<file path="config.mk">
export PLATFORM = sky130hd
export DESIGN_NAME = reg_operand_fetch_flat
export DESIGN_NICKNAME = d
export VERILOG_FILES = /design/src/rtl/reg_operand_fetch_if.sv /design/src/rtl/reg_operand_fetch.sv /design/src/flat_wrapper.sv
export SDC_FILE = /design/constraint.sdc
export NUM_CORES = 1
export LEC_CHECK = 0
export ABC_AREA = 1
export BUFFER_PORTS_ARGS = -buffer_cell sky130_fd_sc_hd__buf_2
export CAP_MARGIN = 20
export CORE_MARGIN = 2
export CORE_UTILIZATION = 30
export CTS_CLUSTER_DIAMETER = 50
export CTS_CLUSTER_SIZE = 24
export DETAILED_ROUTE_END_ITERATION = 7
export PLACE_DENSITY = 0.49
export SETUP_SLACK_MARGIN = 0.4
export SYNTH_ARGS = -nofsm -noshare
export SYNTH_HDL_FRONTEND = slang
export SYNTH_SLANG_ARGS = --single-unit
export TNS_END_PERCENT = 20
</file>
<file path="constraint.sdc">
create_clock -name Clk -period 5 [get_ports Clk]
set_input_delay 1.25 -clock Clk [delete_from_list [all_inputs] [get_ports Clk]]
set_output_delay 1.25 -clock Clk [all_outputs]
set_load 0.03 [all_outputs]
</file>
<file path="src/rtl/reg_operand_fetch_if.sv">
// Operand-fetch port bundle: ID-side request, RegFile read port, bypass buses and EX-side handshake.
// slave is the fetch stage's view; master is the surrounding pipeline's view.
interface reg_operand_fetch_if #(
    parameter int DW = 32,
    parameter int AW = 5
);
    logic          id_valid;
    logic          id_ready;
    logic [AW-1:0] id_rs;
    logic [AW-1:0] id_rt;
    logic          id_use_rs;
    logic          id_use_rt;
    logic [AW-1:0] id_rd;
    logic          id_wen;
    logic [AW-1:0] rf_a1;
    logic [AW-1:0] rf_a2;
    logic [DW-1:0] rf_rd1;
    logic [DW-1:0] rf_rd2;
    logic          em_fwd_valid;
    logic [AW-1:0] em_fwd_addr;
    logic [DW-1:0] em_fwd_data;
    logic          wb_we;
    logic [AW-1:0] wb_addr;
    logic [DW-1:0] wb_data;
    logic          flush;
    logic          ex_valid;
    logic          ex_ready;
    logic [DW-1:0] ex_rs_val;
    logic [DW-1:0] ex_rt_val;
    logic [AW-1:0] ex_rd;
    logic          ex_wen;

    modport slave (
        input  id_valid, id_rs, id_rt, id_use_rs, id_use_rt, id_rd, id_wen,
        input  rf_rd1, rf_rd2,
        input  em_fwd_valid, em_fwd_addr, em_fwd_data,
        input  wb_we, wb_addr, wb_data,
        input  flush, ex_ready,
        output id_ready, rf_a1, rf_a2,
        output ex_valid, ex_rs_val, ex_rt_val, ex_rd, ex_wen
    );

    modport master (
        output id_valid, id_rs, id_rt, id_use_rs, id_use_rt, id_rd, id_wen,
        output rf_rd1, rf_rd2,
        output em_fwd_valid, em_fwd_addr, em_fwd_data,
        output wb_we, wb_addr, wb_data,
        output flush, ex_ready,
        input  id_ready, rf_a1, rf_a2,
        input  ex_valid, ex_rs_val, ex_rt_val, ex_rd, ex_wen
    );
endinterface

</file>
<file path="src/rtl/reg_operand_fetch.sv">
// ID-stage operand fetch: register scoreboard, EX/MEM and WB bypass, decode stall,
// and a single output register towards EX with valid/ready handshake and flush.
module reg_operand_fetch #(
    parameter int DW    = 32,
    parameter int AW    = 5,
    parameter int CNT_W = 2
) (
    input  logic                Clk,
    input  logic                Rst,
    reg_operand_fetch_if.slave  bus
);
    localparam int NREG = 1 << AW;
    localparam logic [CNT_W-1:0] PEND_MAX = '1;

    logic [CNT_W-1:0] pend [NREG];

    logic [DW:0]   rs_res;
    logic [DW:0]   rt_res;
    logic          writer_stall;
    logic          slot_free;
    logic          accept;
    logic          flush_kill;

    logic          vld_p1;
    logic [DW-1:0] rs_val_p1;
    logic [DW-1:0] rt_val_p1;
    logic [AW-1:0] rd_p1;
    logic          wen_p1;

    // {ready, value}. With two or more writers in flight the bypassed value may
    // belong to an older writer, so only a single pending writer may be bypassed.
    function automatic logic [DW:0] resolve(
        input logic          use_s,
        input logic [AW-1:0] s,
        input logic [CNT_W-1:0] p,
        input logic [DW-1:0] rf_d,
        input logic          em_v,
        input logic [AW-1:0] em_a,
        input logic [DW-1:0] em_d,
        input logic          wb_v,
        input logic [AW-1:0] wb_a,
        input logic [DW-1:0] wb_d
    );
        if (!use_s || s == '0)
            return {1'b1, {DW{1'b0}}};
        if (p == '0)
            return {1'b1, rf_d};
        if (p == CNT_W'(1)) begin
            if (em_v && em_a == s)
                return {1'b1, em_d};
            if (wb_v && wb_a == s)
                return {1'b1, wb_d};
        end
        return {1'b0, {DW{1'b0}}};
    endfunction

    // Counter update saturating at both ends; a writeback to an idle register is ignored.
    function automatic logic [CNT_W-1:0] sb_next(
        input logic [CNT_W-1:0] p,
        input logic             inc,
        input logic             dec_wb,
        input logic             dec_fl
    );
        logic signed [CNT_W+1:0] sum;
        sum = $signed({2'b00, p})
            + $signed({{(CNT_W+1){1'b0}}, inc})
            - $signed({{(CNT_W+1){1'b0}}, dec_wb && (p != '0)})
            - $signed({{(CNT_W+1){1'b0}}, dec_fl});
        if (sum[CNT_W+1])
            return '0;
        if (sum[CNT_W])
            return PEND_MAX;
        return sum[CNT_W-1:0];
    endfunction

    assign bus.rf_a1 = bus.id_rs;
    assign bus.rf_a2 = bus.id_rt;

    always_comb begin
        rs_res = resolve(bus.id_use_rs, bus.id_rs, pend[bus.id_rs], bus.rf_rd1,
                         bus.em_fwd_valid, bus.em_fwd_addr, bus.em_fwd_data,
                         bus.wb_we, bus.wb_addr, bus.wb_data);
        rt_res = resolve(bus.id_use_rt, bus.id_rt, pend[bus.id_rt], bus.rf_rd2,
                         bus.em_fwd_valid, bus.em_fwd_addr, bus.em_fwd_data,
                         bus.wb_we, bus.wb_addr, bus.wb_data);
        writer_stall = bus.id_wen && (bus.id_rd != '0) && (pend[bus.id_rd] == PEND_MAX);
        slot_free    = !vld_p1 || bus.ex_ready || bus.flush;
        bus.id_ready = rs_res[DW] && rt_res[DW] && !writer_stall && slot_free;
        accept       = bus.id_valid && bus.id_ready;
        flush_kill   = bus.flush && vld_p1 && wen_p1 && (rd_p1 != '0);
    end

    // Scoreboard: one in-flight-writer counter per architectural register.
    always_ff @(posedge Clk) begin
        if (Rst) begin
            for (int r = 0; r < NREG; r++)
                pend[r] <= '0;
        end else begin
            pend[0] <= '0;
            for (int r = 1; r < NREG; r++)
                pend[r] <= sb_next(pend[r],
                                   accept && bus.id_wen && (bus.id_rd == r[AW-1:0]),
                                   bus.wb_we && (bus.wb_addr == r[AW-1:0]),
                                   flush_kill && (rd_p1 == r[AW-1:0]));
        end
    end

    // Stage p1: resolved operands held for EX.
    always_ff @(posedge Clk) begin
        if (Rst) begin
            vld_p1    <= 1'b0;
            rs_val_p1 <= '0;
            rt_val_p1 <= '0;
            rd_p1     <= '0;
            wen_p1    <= 1'b0;
        end else if (accept) begin
            vld_p1    <= 1'b1;
            rs_val_p1 <= rs_res[DW-1:0];
            rt_val_p1 <= rt_res[DW-1:0];
            rd_p1     <= bus.id_rd;
            wen_p1    <= bus.id_wen;
        end else if (bus.ex_ready || bus.flush) begin
            vld_p1    <= 1'b0;
        end
    end

    assign bus.ex_valid  = vld_p1;
    assign bus.ex_rs_val = rs_val_p1;
    assign bus.ex_rt_val = rt_val_p1;
    assign bus.ex_rd     = rd_p1;
    assign bus.ex_wen    = wen_p1;
endmodule
</file>
<file path="src/flat_wrapper.sv">
// flat-port wrapper written by rule: the top's interface ports become plain ports
module reg_operand_fetch_flat 
#(
    parameter int DW    = 32,
    parameter int AW    = 5,
    parameter int CNT_W = 2
)
  (Clk, Rst, bus_id_valid, bus_id_rs, bus_id_rt, bus_id_use_rs, bus_id_use_rt, bus_id_rd, bus_id_wen, bus_rf_rd1, bus_rf_rd2, bus_em_fwd_valid, bus_em_fwd_addr, bus_em_fwd_data, bus_wb_we, bus_wb_addr, bus_wb_data, bus_flush, bus_ex_ready, bus_id_ready, bus_rf_a1, bus_rf_a2, bus_ex_valid, bus_ex_rs_val, bus_ex_rt_val, bus_ex_rd, bus_ex_wen);
  reg_operand_fetch_if #(.DW(DW), .AW(AW)) bus_i ();
  input  logic Clk;
  input  logic Rst;
  input wire logic [$bits(bus_i.id_valid)-1:0] bus_id_valid;
  input wire logic [$bits(bus_i.id_rs)-1:0] bus_id_rs;
  input wire logic [$bits(bus_i.id_rt)-1:0] bus_id_rt;
  input wire logic [$bits(bus_i.id_use_rs)-1:0] bus_id_use_rs;
  input wire logic [$bits(bus_i.id_use_rt)-1:0] bus_id_use_rt;
  input wire logic [$bits(bus_i.id_rd)-1:0] bus_id_rd;
  input wire logic [$bits(bus_i.id_wen)-1:0] bus_id_wen;
  input wire logic [$bits(bus_i.rf_rd1)-1:0] bus_rf_rd1;
  input wire logic [$bits(bus_i.rf_rd2)-1:0] bus_rf_rd2;
  input wire logic [$bits(bus_i.em_fwd_valid)-1:0] bus_em_fwd_valid;
  input wire logic [$bits(bus_i.em_fwd_addr)-1:0] bus_em_fwd_addr;
  input wire logic [$bits(bus_i.em_fwd_data)-1:0] bus_em_fwd_data;
  input wire logic [$bits(bus_i.wb_we)-1:0] bus_wb_we;
  input wire logic [$bits(bus_i.wb_addr)-1:0] bus_wb_addr;
  input wire logic [$bits(bus_i.wb_data)-1:0] bus_wb_data;
  input wire logic [$bits(bus_i.flush)-1:0] bus_flush;
  input wire logic [$bits(bus_i.ex_ready)-1:0] bus_ex_ready;
  output wire logic [$bits(bus_i.id_ready)-1:0] bus_id_ready;
  output wire logic [$bits(bus_i.rf_a1)-1:0] bus_rf_a1;
  output wire logic [$bits(bus_i.rf_a2)-1:0] bus_rf_a2;
  output wire logic [$bits(bus_i.ex_valid)-1:0] bus_ex_valid;
  output wire logic [$bits(bus_i.ex_rs_val)-1:0] bus_ex_rs_val;
  output wire logic [$bits(bus_i.ex_rt_val)-1:0] bus_ex_rt_val;
  output wire logic [$bits(bus_i.ex_rd)-1:0] bus_ex_rd;
  output wire logic [$bits(bus_i.ex_wen)-1:0] bus_ex_wen;
  assign bus_i.id_valid = bus_id_valid;
  assign bus_i.id_rs = bus_id_rs;
  assign bus_i.id_rt = bus_id_rt;
  assign bus_i.id_use_rs = bus_id_use_rs;
  assign bus_i.id_use_rt = bus_id_use_rt;
  assign bus_i.id_rd = bus_id_rd;
  assign bus_i.id_wen = bus_id_wen;
  assign bus_i.rf_rd1 = bus_rf_rd1;
  assign bus_i.rf_rd2 = bus_rf_rd2;
  assign bus_i.em_fwd_valid = bus_em_fwd_valid;
  assign bus_i.em_fwd_addr = bus_em_fwd_addr;
  assign bus_i.em_fwd_data = bus_em_fwd_data;
  assign bus_i.wb_we = bus_wb_we;
  assign bus_i.wb_addr = bus_wb_addr;
  assign bus_i.wb_data = bus_wb_data;
  assign bus_i.flush = bus_flush;
  assign bus_i.ex_ready = bus_ex_ready;
  assign bus_id_ready = bus_i.id_ready;
  assign bus_rf_a1 = bus_i.rf_a1;
  assign bus_rf_a2 = bus_i.rf_a2;
  assign bus_ex_valid = bus_i.ex_valid;
  assign bus_ex_rs_val = bus_i.ex_rs_val;
  assign bus_ex_rt_val = bus_i.ex_rt_val;
  assign bus_ex_rd = bus_i.ex_rd;
  assign bus_ex_wen = bus_i.ex_wen;
  reg_operand_fetch #(.DW(DW), .AW(AW), .CNT_W(CNT_W)) u_core (.Clk(Clk), .Rst(Rst), .bus(bus_i));
endmodule
</file>
==> results of run 1 <==
[repair_timing]
action,CTS,global route
gates cloned,0,1
hold buffers,0,0
setup buffers,0,7
resized for setup,4,25
setup endpoints to repair,1,1
pin swaps,0,5
[critical path, stage by stage]
cell and delay (ns):
buf_2 0.14, buf_6 0.18, o211ai_1 0.39, nand3_1 0.12
nand3_1 0.14, nand3_1 0.13, nand2_4 0.13, o21ai_1 0.09
nand2_2 0.13, buf_8 0.18, and2_1 0.16, buf_2 0.20
[power by group through the flow]
stage | Combinational (mW) | Clock, mW | Sequential, mW
after floorplan | 0.430 | 0 | 1.28
after global placement | 0.844 | 0 | 1.17
after detailed placement | 0.844 | 0 | 1.17
after CTS | 0.849 | 1.35 | 1.15
after global routing | 0.956 | 1.38 | 1.15
final | 0.871 | 1.31 | 1.15
[cells in the mapped netlist, types with 4 or more instances]
| cell | n | area, um^2 |
|---|---|---|
| nand4_1 | 29 | 181.4 |
| nor2_4 | 4 | 45.04 |
| a21oi_1 | 126 | 630.6 |
| xnor2_1 | 34 | 297.8 |
| nor3_1 | 23 | 115.1 |
| ha_1 | 93 | 1164 |
| buf_1 | 8 | 30.03 |
| nor2_1 | 198 | 743.2 |
| o211ai_1 | 7 | 52.55 |
| a211oi_1 | 19 | 142.6 |
| o31ai_1 | 13 | 97.59 |
| nand3_1 | 136 | 680.7 |
| fa_1 | 31 | 620.6 |
| dfxtp_1 | 133 | 2663 |
| inv_1 | 301 | 1130 |
| o22ai_1 | 33 | 206.5 |
| o21ai_0 | 82 | 410.4 |
| nand2_1 | 633 | 2376 |
| inv_2 | 8 | 30.03 |
| clkbuf_1 | 39 | 146.4 |
| o21ai_1 | 6 | 30.03 |
| buf_2 | 39 | 195.2 |
| nor3_2 | 10 | 100.1 |
| buf_4 | 20 | 150.1 |
[flip-flops by register name, indices dropped and copies added, names as in the netlist]
signal                count
u_core.bus.ex_rs_val     32
u_core.bus.ex_valid       1
u_core.bus.ex_rt_val     32
u_core.bus.ex_wen         1
u_core.pend              62
u_core.bus.ex_rd          5
[logic make-up after synthesis]
family | Yosys count | share of synthesized area (%)
fa+ha+maj | 124 | 14.40
flops | 133 | 21.48
simple gates | 1047 | 35.13
buf+inv | 417 | 13.64
compound gates | 290 | 12.95
xor+xnor | 34 | 2.403
[routing by layer]
layer	share of wire, %	global-route usage (%)	vias up
li1	-	-	6907
met4	2.3	9.483	0
met3	7.4	5.098	69
met2	43	36.83	493
met1	47	35.88	6370
met5	0	0	-
[layout make-up]
type / instances / area share [%]
Timing Repair Buffer: 295 / 11.34
Clock buffer: 18 / 2.881
Sequential cell: 133 / 17.87
Antenna cell: 10 / 0.1680
Multi-Input combinational cell: 1496 / 54.34
Tap cell: 532 / 4.468
Inverter: 310 / 7.912
Clock inverter: 14 / 1.016
[per-stage QoR]
step                      hold slack (ns)  cell area, um^2  util [%]  power, mW
after floorplan                    0.5908            12390         -      1.706
after global placement             0.4807            14120     34.59      2.015
after detailed placement           0.4957            14120     34.59      2.016
after CTS                          0.5085            14720     36.04      3.344
after global routing               0.5427            14890     36.48      3.494
final                              0.5011            14900     36.48      3.335
[how the worst max path moves through the flow]
stage	startpoint	endpoint	slack, ns
finish	bus_id_rs[0]	bus_id_ready	0.49
detailed placement	bus_id_rd[1]	u_core.pend[6][1]	0.24
floorplan	bus_id_rt[3]	bus_id_ready	0.69
global placement	bus_id_rd[1]	u_core.pend[10][0]	0.30
global route	bus_id_rt[0]	bus_id_ready	0.40
CTS	bus_id_rs[0]	bus_id_ready	0.41
==> flow_summary.json, run 1 <==
{
  "status": "finished, final reports clean",
  "multi_input_area_um2": 8095,
  "syn_to_final_growth_pct": 20.19,
  "p_int_mw": 2.112,
  "antenna_found_initial": 9,
  "ys_seq_area_share_pct": 21.48,
  "fp.dieW_um": 207.3,
  "hp-class": "register to register",
  "first_pass_iters": 6,
  "cp.required_ns": 3.75,
  "grt_start_max_net_pins": 123,
  "routedWlPerCell_um": 19.26,
  "cts_root_buffer": "clkbuf_16",
  "fillers": 4561,
  "crit_arrival_ns": 3.26,
  "clk_latency_ns": 0.49,
  "overflow": 0,
  "critPathKind": "input port to primary output",
  "clk_pin_slew_worst_paths_ns": 0.06,
  "totalNegativeSetupSlack_ns": 0,
  "grt_pass1_vias": 13220,
  "numCtsBuffers": 17,
  "final_cell_mix": "nand2_1, inv_1, buf_2",
  "syn_nets": 2332,
  "rsz0062_at_grt": "no",
  "vias_per_cell": 4.928,
  "min_from": "u_core.bus.ex_wen",
  "postSynthAreaPerCell_um2": 6.061,
  "gp_congestion": 0.9670,
  "power.density_nw_per_um2": 223.8,
  "cp-end-kind": "primary output",
  "synthFlopType": "dfxtp_1",
  "netSwitchingPower_mw": 1.223,
  "crit-reg2reg-launch": "u_core.pend[12][1]",
  "track_usage_pct": 25.07,
  "pwr-share-clk_pct": 39.4,
  "r2r-end": "u_core.pend[6][1]",
  "placed_cells": 2758,
  "period_share_pct": 90.14,
  "die-height_um": 207.3,
  "tritoncts": "built",
  "drive_above_1_share_pct": 16.28,
  "final_hold_viol_count": 0,
  "hpwl_um": 42690,
  "fin_skew_ns": 0.01388,
  "pwr-share-seq_pct": 34.4,
  "synth_warnings": 0,
  "p_leak_nw": 7.176,
  "grt_pass1_wl_um": 81520,
  "worstMarginPinSlew_ns": 1.013,
  "r2r_slack_ns": 1.34,
  "synthArstFlopShare_pct": 0,
  "fmax_mhz": 221.9,
  "regArea_um2": 2663,
  "setup_ws_ns": 0.4930,
  "swShare_pct": 36.67,
  "totalWireLength_um": 54080,
  "slew_headroom_pct": 32.36,
  "fin_crit_ns": 4.507,
  "die-area_um2": 42960,
  "hold_path_end": "u_core.bus.ex_wen",
  "final_common_cell": "nand2_1",
  "drtIter0Drc": 1372,
  "crit_path_max_fanout": 21,
  "rows": 74,
  "p_comb_share_pct": 26.1,
  "worstSetupStartpointType": "input port",
  "cts_num_sinks": 133,
  "ios": 245,
  "port_buffers": 244,
  "ys_types": 36,
  "setup_viol": 0,
  "slew_violations": 0,
  "cap_violations": 0,
  "ant_nets": 0,
  "stdcell_count": 2808,
  "syn_inst": 2045,
  "start_util_pct": 30.35,
  "netlist_area_um2": 12390,
  "vias": 13840,
  "synth_edf_count": 0,
  "rr_worst_depth": 21,
  "clk_path_buf_depth": 2,
  "min_path_cells": 2,
  "cts_htree_levels": 4,
  "coreArea_um2": 40830,
  "max-vdd-ir-drop_mv": 0.2544,
  "synth_seq_cells": 133,
  "drc": 0,
  "nets": 2540,
  "pre_cts_ws_ns": 0.2389
}
Note: power is estimated with default switching activity, not from simulation.
==> inputs of run 2 (changes only) <==
--- a/config.mk
+++ b/config.mk
@@ -8,6 +8,7 @@
 export ABC_AREA = 1
 export BUFFER_PORTS_ARGS = -buffer_cell sky130_fd_sc_hd__buf_2
 export CAP_MARGIN = 20
+export CORE_ASPECT_RATIO = 1.25
 export CORE_MARGIN = 2
 export CORE_UTILIZATION = 30
 export CTS_CLUSTER_DIAMETER = 50
==> run 2 against run 1 <==
Against the previous run:
- via count up 1.4%
- core utilization shrank 0.36 points
- worst setup slack worse by 0.065 ns
- clock power fell by 4%
- global-route usage is 0.31 points higher
- flip-flop and latch count did not move
- worst hold slack lost 0.011 ns
- clock skew is 0.00084 ns lower
- sequential power hardly changed
- critical path depth increased by 3
==> flow_summary.json, run 2 (same netlist as run 1, synthesis figures left out) <==
{
  "ios": 245,
  "crit-reg2reg-launch": "u_core.pend[12][1]",
  "r2r_slack_ns": 1.55,
  "status": "finished, final reports clean",
  "routedWlPerCell_um": 19.66,
  "largest_reg_flops": 62,
  "cp_common_cell": "nand2_1",
  "gp_congestion": 0.9378,
  "grt_start_max_net_pins": 88,
  "final_hold_viol_count": 0,
  "track_usage_pct": 25.38,
  "period_share_pct": 91.44,
  "cp-end-kind": "primary output",
  "rows": 83,
  "port_buffers": 244,
  "multi_input_area_um2": 8054,
  "syn_to_final_growth_pct": 19.24,
  "cap_violations": 0,
  "p_leak_nw": 7.160,
  "numCtsBuffers": 17,
  "start_util_pct": 30.29,
  "drive_above_1_share_pct": 15.81,
  "coreArea_um2": 40920,
  "total_power_mw": 3.286,
  "vias_per_cell": 4.985,
  "die-area_um2": 42970,
  "first_pass_iters": 5,
  "rsz0062_at_grt": "yes",
  "tritoncts": "built",
  "crit_arrival_ns": 3.32,
  "slew_violations": 0,
  "fillers": 4654,
  "worstMarginPinSlew_ns": 1.013,
  "fin_skew_ns": 0.01303,
  "clk_latency_ns": 0.45,
  "cp.depth": 15,
  "stdcell_count": 2816,
  "slew_headroom_pct": 30.71,
  "pwr-share-seq_pct": 35.0,
  "path_cells": "buf_2 > inv_1 > nand3_1 > nand2_1 > nor2_1 > nor2_1 > nor2_1 > nand2_1 > nand2_1 > nand2_1 > nand3_1 > nand2_1 > nor2_4 > and2_1 > buf_2",
  "drtIter0Drc": 986,
  "cp_slowest_cell": "buf_2",
  "fmax_mhz": 218.7,
  "regMostFlops": "u_core.pend",
  "min_path_cells": 2,
  "holdBufCountCts": 0,
  "p_int_mw": 2.062,
  "critPathKind": "input port to primary output",
  "hpwl_um": 43640,
  "placed_cells": 2783,
  "cp_top_family": "simple AND/OR/NAND/NOR gates",
  "vias": 14040,
  "netSwitchingPower_mw": 1.224,
  "n_antenna_cell": 0,
  "cts_num_sinks": 133,
  "die-height_um": 231.3,
  "grt_pass1_vias": 13690,
  "clk_pin_slew_worst_paths_ns": 0.06,
  "p_comb_share_pct": 26.6,
  "grt_pass1_wl_um": 81480,
  "cp-endpoint": "bus_id_ready",
  "overflow": 0,
  "pre_cts_ws_ns": 0.009456,
  "cts_htree_levels": 4,
  "final_cell_mix": "nand2_1, inv_1, buf_2",
  "setup_ws_ns": 0.4282,
  "crit_buf_inv": 3,
  "rr_worst_depth": 22,
  "startpoint": "bus_id_rd[1]",
  "fin_crit_ns": 4.572,
  "regArea_um2": 2663,
  "ant_nets": 0,
  "pwr-share-clk_pct": 38.3,
  "hp-class": "register to register",
  "cp.required_ns": 3.75,
  "crit_path_max_fanout": 21,
  "clk_path_buf_depth": 2,
  "totalNegativeSetupSlack_ns": 0,
  "drc": 0,
  "antenna_found_initial": 6,
  "max-vdd-ir-drop_mv": 0.2397,
  "cts_root_buffer": "clkbuf_16",
  "final_common_cell": "nand2_1",
  "r2r-end": "u_core.pend[7][0]",
  "cpPeakStageDelay_ns": 0.33,
  "nets": 2538,
  "power.density_nw_per_um2": 222.4,
  "setup_viol": 0,
  "fp.dieW_um": 185.8,
  "worstSetupStartpointType": "input port",
  "totalWireLength_um": 55360,
  "swShare_pct": 37.25
}
-- run 2: layer usage --
metal	part of all wire [%]	wire length, um	global-route usage, %	vias up
met5	0.16	86	0	-
met4	4.7	2606	12.20	12
met3	6.7	3723	5.343	139
met2	49	26990	45.41	526
met1	40	21960	28.31	6483
li1	-	-	-	6877
-- run 2: worst min-delay path by stage --
stage | startpoint | end | slack, ns
after global routing | u_core.bus.ex_rd[4] | u_core.bus.ex_rd[4] | 0.52
after CTS | u_core.bus.ex_wen | u_core.bus.ex_wen | 0.49
after floorplan | u_core.bus.ex_wen | u_core.bus.ex_wen | 0.59
after detailed placement | u_core.bus.ex_wen | u_core.bus.ex_wen | 0.48
after global placement | u_core.bus.ex_wen | u_core.bus.ex_wen | 0.48
final | u_core.bus.ex_wen | u_core.bus.ex_wen | 0.49
-- run 2: stage by stage --
step                      instance area (um^2)  utilization [%]  hold WS [ns]
after CTS                                14760            36.07        0.4910
after global placement                   14200            34.70        0.4750
after detailed placement                 14200            34.70        0.4789
after global routing                     14780            36.12        0.5227
final                                    14780            36.12        0.4900
after floorplan                          12390                -        0.5908
-- run 2: area by class of cell --
| class | count | area share, % |
|---|---|---|
| multi-input cells | 1495 | 54.50 |
| flip-flops and latches | 133 | 18.02 |
| repair buffers | 294 | 11.18 |
| inverters | 310 | 7.873 |
| well taps | 552 | 4.673 |
| clock buffers | 19 | 2.929 |
| clock inverters | 13 | 0.8381 |
-- run 2: worst register-to-register path, delay by kind of cell (launching register included) --
kind / cells / cell delay [ns]
xor gates and xnor gates: 1 / 0.21
DFF: 1 / 0.41
and+or+nand+nor: 12 / 0.95
buffers and inverters: 4 / 0.38
adders and majority gates: 3 / 0.90
AOI/OAI and AO/OA: 2 / 0.48
-- run 2: what timing repair did --
item | in CTS | in global routing
resized for setup | 2 | 0
setup endpoints to repair | 1 | 48
buffers inserted | 0 | 1
-- run 2: power by group through the flow --
stage,sequential (mW),combinational [mW],clock [mW]
2_1_floorplan,1.28,0.430,0
3_3_place_gp,1.17,0.865,0
3_5_place_dp,1.17,0.866,0
4_1_cts,1.15,0.871,1.29
5_1_grt,1.16,0.953,1.33
6_report,1.15,0.876,1.26
==> inputs of run 3 (changes only) <==
--- a/config.mk
+++ b/config.mk
@@ -14,7 +14,6 @@
 export CTS_CLUSTER_DIAMETER = 50
 export CTS_CLUSTER_SIZE = 24
 export DETAILED_ROUTE_END_ITERATION = 7
-export PLACE_DENSITY = 0.49
 export SETUP_SLACK_MARGIN = 0.4
 export SYNTH_ARGS = -nofsm -noshare
 export SYNTH_HDL_FRONTEND = slang
==> run 3 against run 2 <==
Against the previous run:
- design area rose by 1.7%
- clock power rose by 11%
- highest routed layer unchanged
- sequential share of layout area fell by 0.30 points
- total power rose by 5.0%
- clock skew rose by 0.0049 ns
- largest power group unchanged
- count of clock-buffer cells in the layout fell by 1
- routed wire length rose by 1.9%
- fmax rose by 1.4%
==> flow_summary.json, run 3 (same netlist as run 1, synthesis figures left out) <==
{
  "status": "finished, final reports clean",
  "pwr-share-seq_pct": 33.3,
  "multi_input_area_um2": 8087,
  "fin_skew_ns": 0.01790,
  "die-height_um": 231.3,
  "clk_latency_ns": 0.46,
  "vias": 14320,
  "cp_slowest_cell": "clkbuf_4",
  "final_core_util_pct": 36.74,
  "gp_congestion": 0.9627,
  "tritoncts": "built",
  "cts_htree_levels": 4,
  "slew_headroom_pct": 36.07,
  "cp.required_ns": 3.75,
  "pwr-share-clk_pct": 40.5,
  "setup_viol": 0,
  "grt_pass1_vias": 13860,
  "antenna_found_initial": 4,
  "holdBufCountCts": 0,
  "track_usage_pct": 25.69,
  "period_share_pct": 90.17,
  "fillers": 4609,
  "cp_common_cell": "nand3_1",
  "setup_ws_ns": 0.4916,
  "start_util_pct": 30.29,
  "slew_violations": 0,
  "p_int_mw": 2.166,
  "fp.dieW_um": 185.8,
  "swShare_pct": 37.22,
  "ios": 245,
  "hp-class": "register to register",
  "critPathKind": "input port to primary output",
  "clk_path_buf_depth": 2,
  "die-area_um2": 42970,
  "port_buffers": 244,
  "drtIter0Drc": 1020,
  "clk_pin_slew_worst_paths_ns": 0.07,
  "total_power_mw": 3.451,
  "hpwl_um": 44300,
  "cap_violations": 0,
  "netSwitchingPower_mw": 1.284,
  "stdcell_count": 2821,
  "rsz0062_at_grt": "no",
  "final_common_cell": "nand2_1",
  "final_cell_mix": "nand2_1, inv_1, buf_2",
  "coreArea_um2": 40920,
  "worstSetupStartpointType": "input port",
  "p_leak_nw": 7.248,
  "drive_above_1_share_pct": 16.28,
  "overflow": 0,
  "crit_path_max_fanout": 19,
  "regMostFlops": "u_core.pend",
  "pre_cts_ws_ns": 0.02633,
  "power.density_nw_per_um2": 229.6,
  "fin_crit_ns": 4.508,
  "vias_per_cell": 5.076,
  "first_pass_iters": 6,
  "largest_reg_flops": 62,
  "cpPeakStageDelay_ns": 0.21,
  "crit_arrival_ns": 3.26,
  "ant_nets": 0,
  "worstMarginPinSlew_ns": 0.9561,
  "max-vdd-ir-drop_mv": 0.2470,
  "cp-end-kind": "primary output",
  "p_comb_share_pct": 26.2,
  "path_cells": "clkbuf_4 > inv_4 > nor2_4 > buf_12 > nand2_1 > nand3_1 > nand3_1 > nand3_1 > nand2_4 > o21ai_1 > nand2_2 > buf_12 > and2_1 > buf_4",
  "rows": 83,
  "drc": 0,
  "grt_start_max_net_pins": 51,
  "regArea_um2": 2663,
  "numCtsBuffers": 17,
  "totalWireLength_um": 56390,
  "cts_root_buffer": "clkbuf_16",
  "routedWlPerCell_um": 19.99,
  "nets": 2541,
  "final_hold_viol_count": 0,
  "grt_pass1_wl_um": 82520,
  "totalNegativeSetupSlack_ns": 0,
  "placed_cells": 2773,
  "fmax_mhz": 221.8,
  "cts_num_sinks": 133,
  "syn_to_final_growth_pct": 21.28
}
## run 3: changes by cell type in the layout (fill, tap and decap cells not counted), sizes merged
cell	change
bufinv	+1
clkinvlp	+1
diode	+2
clkinv	-5
inv	+4
clkbuf	+2
## run 3: routing by layer
metal / wire, um / global-route usage, % / share of wire, % / up-vias
met4: 3257 / 14.91 / 5.8 / 4
met5: 18 / 0 / 0.032 / -
li1: - / - / - / 6906
met2: 27220 / 44.89 / 48 / 665
met3: 3937 / 4.305 / 7.0 / 140
met1: 21960 / 29.21 / 39 / 6605
## run 3: final timing paths
path                                        start            endpoint  slack [ns]  cells past startpoint
worst max-delay path                 bus_id_rs[0]        bus_id_ready        0.49                     14
worst min-delay path            u_core.bus.ex_wen   u_core.bus.ex_wen        0.48                      2
worst max register to register  u_core.pend[2][0]  u_core.pend[25][1]        1.28                     18
worst min register to register  u_core.bus.ex_wen   u_core.bus.ex_wen        0.48                      2
## run 3: stage by stage
step	area (um^2)	hold slack [ns]
4_1_cts	14890	0.4877
3_5_place_dp	14150	0.4774
2_1_floorplan	12390	0.5908
3_3_place_gp	14130	0.4747
6_report	15030	0.4841
5_1_grt	15030	0.5139
## run 3: critical path, delay by kind of cell
family                 cells  cell delay, ns
AND/OR/NAND/NOR            8            1.06
buffers and inverters      5            0.80
AO/OA/AOI/OAI              1            0.15
## run 3: repair_timing
item	CTS	global route
hold endpoints to repair	0	0
pin swaps	1	4
gates resized for setup	14	17
gates cloned	0	1
setup endpoints to repair	1	1
setup buffers	8	5
## run 3: cell type report
type	count	area share [%]
Tap cell	552	4.595
Clock buffer	18	2.922
Sequential cell	133	17.71
Antenna cell	2	0.03329
Inverter	310	7.857
Clock inverter	14	1.207
Timing Repair Buffer	297	11.88
Multi-Input combinational cell	1495	53.80
## run 3: power by group through the flow
stage | Clock (mW) | Sequential, mW | Combinational [mW]
2_1_floorplan | 0 | 1.28 | 0.430
3_3_place_gp | 0 | 1.17 | 0.850
3_5_place_dp | 0 | 1.17 | 0.858
4_1_cts | 1.43 | 1.15 | 0.874
5_1_grt | 1.47 | 1.16 | 0.974
6_report | 1.40 | 1.15 | 0.903
